--- src/rtl/proc_ctrl_pkg.sv ---
// Types and defaults shared by the processor control sequencer and its timer.
package proc_ctrl_pkg;

  typedef enum logic [1:0] {
    FETCH  = 2'd0,
    DECODE = 2'd1,
    MEM    = 2'd2,
    FAULT  = 2'd3
  } state_t;

  typedef enum logic [1:0] {
    ALU_PASS = 2'd0,
    ALU_ADD  = 2'd1,
    ALU_SUB  = 2'd2
  } alu_op_t;

  localparam int WAIT_MAX_DEFAULT = 15;
  localparam int WAIT_CNT_W       = 8;

endpackage

--- src/rtl/proc_opcodes_pkg.sv ---
// Shared opcode map for the 8-bit basic processor instruction set.
// Every block that decodes the opcode field takes its encodings from here.
package proc_opcodes_pkg;

  localparam int OPC_W = 3;

  localparam logic [OPC_W-1:0] OPC_NOP   = 3'd0;
  localparam logic [OPC_W-1:0] OPC_LOAD  = 3'd1;
  localparam logic [OPC_W-1:0] OPC_STORE = 3'd2;
  localparam logic [OPC_W-1:0] OPC_ADD   = 3'd3;
  localparam logic [OPC_W-1:0] OPC_SUB   = 3'd4;
  localparam logic [OPC_W-1:0] OPC_BNE   = 3'd5;

endpackage

--- src/rtl/proc_wait_timer.sv ---
// Saturating cycle counter for data-memory ack timeouts; expired is high
// while the count sits at WAIT_MAX-1.
module proc_wait_timer
  import proc_ctrl_pkg::*;
#(
  parameter int WAIT_MAX = WAIT_MAX_DEFAULT
) (
  input  logic clock,
  input  logic reset,
  input  logic clr,
  input  logic en,
  output logic expired
);

  logic [WAIT_CNT_W-1:0] count_reg;

  assign expired = (count_reg == WAIT_CNT_W'(WAIT_MAX - 1));

  always_ff @(posedge clock) begin
    if (reset || clr) begin
      count_reg <= '0;
    end else if (en && !expired) begin
      count_reg <= count_reg + 1'b1;
    end
  end

endmodule

--- src/rtl/proc_sequencer.sv ---
// Fetch/decode/execute control sequencer with req/ack data-memory handshake
// and sticky timeout fault. Optional PROC_SEQ_SINGLE_STEP_EN adds a step input.
module proc_sequencer
  import proc_ctrl_pkg::*;
  import proc_opcodes_pkg::*;
#(
  parameter int OP_W     = 3,
  parameter int WAIT_MAX = WAIT_MAX_DEFAULT
) (
  input  logic            clock,
  input  logic            reset,
  input  logic [OP_W-1:0] opcode,
  input  logic            z_flag,
  input  logic            dmem_ack,
`ifdef PROC_SEQ_SINGLE_STEP_EN
  input  logic            step,
`endif
  output logic            ir_load,
  output logic            pc_inc,
  output logic            pc_load,
  output logic            acc_load,
  output alu_op_t         alu_op,
  output logic            dmem_req,
  output logic            dmem_we,
  output logic            fault
);

  state_t state_reg;
  state_t state_next;
  logic   timer_clr;
  logic   timer_en;
  logic   timer_expired;
  logic   is_store;

  assign is_store = (opcode == OP_W'(OPC_STORE));

  proc_wait_timer #(
    .WAIT_MAX (WAIT_MAX)
  ) u_wait_timer (
    .clock   (clock),
    .reset   (reset),
    .clr     (timer_clr),
    .en      (timer_en),
    .expired (timer_expired)
  );

  always_ff @(posedge clock) begin
    if (reset) begin
      state_reg <= FETCH;
    end else begin
      state_reg <= state_next;
    end
  end

  // Outputs are forced low while reset is high, whatever state is held.
  always_comb begin
    state_next = state_reg;
    ir_load    = 1'b0;
    pc_inc     = 1'b0;
    pc_load    = 1'b0;
    acc_load   = 1'b0;
    alu_op     = ALU_PASS;
    dmem_req   = 1'b0;
    dmem_we    = 1'b0;
    fault      = 1'b0;
    timer_clr  = 1'b1;
    timer_en   = 1'b0;
    if (!reset) begin
      case (state_reg)
        FETCH: begin
`ifdef PROC_SEQ_SINGLE_STEP_EN
          if (step) begin
            ir_load    = 1'b1;
            pc_inc     = 1'b1;
            state_next = DECODE;
          end
`else
          ir_load    = 1'b1;
          pc_inc     = 1'b1;
          state_next = DECODE;
`endif
        end
        DECODE: begin
          case (opcode)
            OP_W'(OPC_LOAD), OP_W'(OPC_STORE),
            OP_W'(OPC_ADD), OP_W'(OPC_SUB): state_next = MEM;
            OP_W'(OPC_BNE): begin
              pc_load    = ~z_flag;
              state_next = FETCH;
            end
            default: state_next = FETCH;
          endcase
        end
        MEM: begin
          dmem_req = 1'b1;
          dmem_we  = is_store;
          case (opcode)
            OP_W'(OPC_ADD): alu_op = ALU_ADD;
            OP_W'(OPC_SUB): alu_op = ALU_SUB;
            default:        alu_op = ALU_PASS;
          endcase
          // An ack on the limit cycle still completes the access.
          if (dmem_ack) begin
            acc_load   = ~is_store;
            state_next = FETCH;
          end else if (timer_expired) begin
            state_next = FAULT;
          end else begin
            timer_clr = 1'b0;
            timer_en  = 1'b1;
          end
        end
        FAULT: begin
          fault = 1'b1;
        end
        default: state_next = FETCH;
      endcase
    end
  end

endmodule

--- config.mk ---
export PLATFORM = sky130hd
export DESIGN_NAME = proc_sequencer
export DESIGN_NICKNAME = d
export VERILOG_FILES = /design/src/rtl/proc_ctrl_pkg.sv /design/src/rtl/proc_opcodes_pkg.sv /design/src/rtl/proc_wait_timer.sv /design/src/rtl/proc_sequencer.sv
export SDC_FILE = /design/constraint.sdc
export NUM_CORES = 1
export LEC_CHECK = 0
export CORE_AREA = 2 2 39 41
export CTS_CLUSTER_SIZE = 8
export DETAILED_ROUTE_END_ITERATION = 8
export DIE_AREA = 0 0 41 43
export PLACE_DENSITY = 0.78
export SLEW_MARGIN = 20
export SYNTH_ARGS = -nofsm -noshare
export SYNTH_HDL_FRONTEND = slang
export SYNTH_SLANG_ARGS = --single-unit
--- constraint.sdc ---
create_clock -name clock -period 4 [get_ports clock]
set_input_delay 0.6 -clock clock [delete_from_list [all_inputs] [get_ports clock]]
set_output_delay 0.6 -clock clock [all_outputs]
set_load 0.02 [all_outputs]
# Yosys cells after proc, flatten, opt, wreduce, memory -nomap -nowiden
# Index checks and enable logic that the tools add are counted.
# word_totals
reg_bits	10
inputBits	7
output_inout_bits	9
elab_cells	51
# op_classes
n_addsub	1
n_eq_ne	10
muxes	29
n_bitwise	2
n_reduce_logical	7
# op_table
operator	n
$mux 1	22
$mux 2	5
$add 8x1->8 const B	1
$eq 8x4->1 const B	1
$eq 3x2->1 const B	2
$eq 3x3->1 const B	2
$pmux 2 s3	1
$eq 2x2->1 const B	2
$pmux 2 s2	1
$reduce_or 4->1	1
$eq 3x1->1 const B	1
$ne 3x2->1 const B	1
$reduce_bool 3->1	1
$eq 2x1->1 const B	1
$logic_not 2->1	1
$not 1->1	2
$reduce_and 2->1	1
$logic_and 1x1->1	1
$logic_not 1->1	1
$logic_or 1x1->1	1

# Depth between registers and ports, before layout
# logic_depth
word_depth	6
depth_mapped	5
ltp_nobuf	5

# Modules after synthesis
# From an unflattened synthesis, not the netlist that was laid out.
# hier_totals
hier_cells	89
area_unflattened_um2	726.9
# by_module_without_submodules
mod	n_inst	cells_per_inst	area_per_inst_um2	seq_area_each_um2
proc_wait_timer	1	52	435.4	160.2
proc_sequencer	1	37	291.5	40.0

# Worst setup path before layout
# Ideal clock, no wire load.
# synth_path
path_kind	flip-flop to output port
from	register state_reg[0]
to	output dmem_we
arrival_ps	1839
t_required_ps	3400
path_slack_ps	1561
stages_incl_launch_ff	5
n_path_buf	0
cell_sequence	dfxtp_1 -> inv_1 -> ha_1 -> nor2b_1 -> nor4b_1
# synth_between
elab_chain_len	3
# synth_lines
item	line_no	rtl
start: declaration	proc_sequencer.sv:28	state_t state_reg;
start signal: assignment	proc_sequencer.sv:51	state_reg <= state_next;
$eq 2x2->1	proc_sequencer.sv:69	case (state_reg)
$mux 1	proc_sequencer.sv:69	
$mux 1	proc_sequencer.sv:68	if (!reset) begin
end: declaration	proc_sequencer.sv:24	output logic dmem_we,
# No other way between the ends.

# Worst setup path after layout
# layout_path
from	input reset
to	output dmem_we
# layout_between
elab_chain_len	1
# layout_lines
item	line_no	rtl
start: declaration	proc_sequencer.sv:11	input logic reset,
$mux 1	proc_sequencer.sv:68	
# No other way between the ends.

==> impl_results.md <==
- VDD IR-drop max: 0.239 mV
- Met3 Use GR: 2.62%
- Crit path launch type: primary input
- Slack of the critical path: between 1 and 1.5 ns
- Period Utilization, post-route: between 70% and 80%
- Root buffer cell: clkbuf_4
- Starting density of the core: a little under half
- First DRT Iteration DRCs: 11
- Most common cell after layout, fill and taps aside: clkdlybuf4s50_1
- Post-layout min period: just under 3 ns
- Required time worst endpoint: about 3.4 ns
- Final Skew: between 0.005 and 0.006 ns
- GRT Total Usage: ~16%
- Count of unique library cells instantiated by Yosys: 29
- Hold Crit Class: reg2reg
- Total routed wirelength: 1200 um
- # port buffers: 15
- Syn nets: 85
- Slowest-stage cell, CP: clkdlybuf4s50_1
- First-pass GRT wire length: ~1900 um
- CP Class: in2out
- Met2 usage: between 20% and 30%
- CP endpoint kind: output pin
- Most frequent cells in the layout: 15 x clkdlybuf4s50_1, 10 x dfxtp_1, 7 x nor2_1, 7 x ha_1
- Largest net degree at the start of global routing: 9
- Total of max-cap violations: 0
- Max-slew violations: 0
- Post-Layout Cell Count: 105
- DR WL/cell: approximately 11 um
- Status: finished, final reports clean
- CTS Sinks: 10
- CTS Buf Count: 3
- HPWL Detailed: ~940 um
- Via Count: between 500 and 600
- Die height: 43 um
- Nets: around 100
- Cts hold-fix bufs: 0
- Number of global-route vias before repair: a little over 500
- # diodes: 0
- Warnings from Yosys: 0
- Placed instance area: approximately 800 um^2
- Initial antenna violation count: 0
- Dpl ws: between 1 and 1.5 ns
- RSZ-0062 raised after global routing: false
- GPL Wtd Cong: a little under 0.7
- Die area: around 1800 um^2
- Inst Count DP: 101
- Max stage delay on crit path: between 0.6 and 0.7 ns
- Setup tns final: 0 ns
- Slew HR: between 50% and 60%
- Largest delay share family, worst path: buffers and inverters
- Sequential area share after synthesis: a little under a third
- Pre-antenna DRT Iters: 4
- # resized after CTS: 0
- CP dominant cell by count: clkdlybuf4s50_1
- Met1 usage: 18.0%
- Fmax: around 340 MHz
- Share of post-route cells with drive strength above 1: under 10%
- Top Ports: 16
- Buf/Inv on CP: 2
- Post-layout power: around 220 uW
- Highest net fanout along the worst path: 8
- Crit path DAT: about 2.4 ns
- Core ar.: about 1400 um^2
- Die width: just over 40 um
- Final setup viols: 0
- CTS H-Tree Depth: 1
- Clk_lat worst skew: 0.26 ns
- Slew at the pin closest to its max-slew limit: about 0.72 ns
- Post-synthesis cell count: 71
- Critical Path, Cell by Cell: clkdlybuf4s50_1 -> nor2b_1 -> nor4b_1 -> clkdlybuf4s50_1
- Pwr dens: about 260 nW/um^2
- Site Rows: 14
- Syn Std Cell Area: about 630 um^2
- Via-per-instance ratio: 5.40
- DRC: 0
- Post-route ant nets: 0
- GR peak layer: met2
- Max reg flops: 8
- Seq cells post-synth: 10
- Post-CTS setup repair buffer count: 0
- LEAKAGE: slightly above 0.0003 uW
- CTS tree: built
- Reg clk slew, reported paths: approximately 0.06 ns
- Total gr overflow: 0
- Mapped Avg Cell Area: slightly below 9 um^2
- Final Hold Viols: 0
- Clock Path Buffers: 2
- Design area: approximately 830 um^2
- Syn-to-layout area delta: 31.4%
cells in the mapped netlist (all sizes together):
cell type | number | area share, %
a211oi | 1 | 1.2
a21oi | 3 | 2.4
a31oi | 1 | 0.99
and3 | 2 | 2.0
and4b | 1 | 1.6
buf | 1 | 1.2
dfxtp | 10 | 32
ha | 7 | 14
inv | 5 | 3.0
mux2i | 1 | 1.6
nand2 | 4 | 2.4
nand3 | 2 | 1.6
nand4b | 1 | 1.4
nor2 | 7 | 4.1
nor2b | 5 | 4.9
nor3 | 1 | 0.79
nor3b | 1 | 1.2
nor4b | 1 | 1.4
o21ai | 3 | 2.4
o221ai | 1 | 1.4
o22a | 1 | 1.4
o311a | 1 | 1.6
o31ai | 1 | 1.2
o41ai | 2 | 5.1
or3 | 3 | 3.0
or4 | 2 | 3.0
xnor2 | 1 | 1.4
xor2 | 2 | 2.8
per-layer routing:
layer | share of wire [%] | wire (um)
met4 | 0.33 | 4
met3 | 8.9 | 106
met5 | 0 | 0
met2 | 49 | 592
met1 | 41 | 493
kinds of logic (layout without fill, tap and decap cells):
group	after synthesis	after routing	synth area share [%]
xor gates and xnor gates	3	3	4.14
AOI/OAI and AO/OA	14	14	17.6
buffers and inverters	6	24	4.14
DFF	10	10	31.6
adders and majority gates	7	7	13.8
and+or+nand+nor	30	30	27.2
muxes	1	1	1.58
power by group:
part / internal (uW) / switching [uW]
Clock: 55.2 / 32.3
Sequential: 101 / 1.57
Combinational: 15.0 / 15.2
Total: 171 / 49.1
final timing paths:
kind | slack [ns] | to | depth (start not counted) | startpoint
setup / recovery | 1.05 | dmem_we | 4 | reset
hold / removal | 0.46 | u_wait_timer.count_reg[0]$_SDFFE_PP0P_ | 1 | u_wait_timer.count_reg[0]$_SDFFE_PP0P_
setup reg to reg | 2.40 | state_reg[1]$_SDFFE_PP0P_ | 4 | state_reg[0]$_SDFFE_PP0P_
hold reg to reg | 0.46 | u_wait_timer.count_reg[0]$_SDFFE_PP0P_ | 1 | u_wait_timer.count_reg[0]$_SDFFE_PP0P_
stage by stage:
step	utilization, %	hold WS [ns]
2_1_floorplan	-	0.430
3_3_place_gp	57.6	0.446
6_report	60.2	0.460
5_1_grt	60.2	0.491
4_1_cts	60.2	0.468
3_5_place_dp	57.6	0.450
worst register-to-register path, stage by stage (launching register included):
cell and delay (ns):
dfxtp_1 0.34, ha_1 0.25, or4_4 0.43, o22a_1 0.22, o41ai_2 0.27
layout make-up:
class | instances | area [um^2]
inverters | 5 | 18.8
well taps | 16 | 20.0
repair buffers | 15 | 150
clock buffers | 4 | 36.3
fillers | 141 | 551
flip-flops and latches | 10 | 200
multi-input cells | 55 | 408
Note: power is estimated with default switching activity, not from simulation.
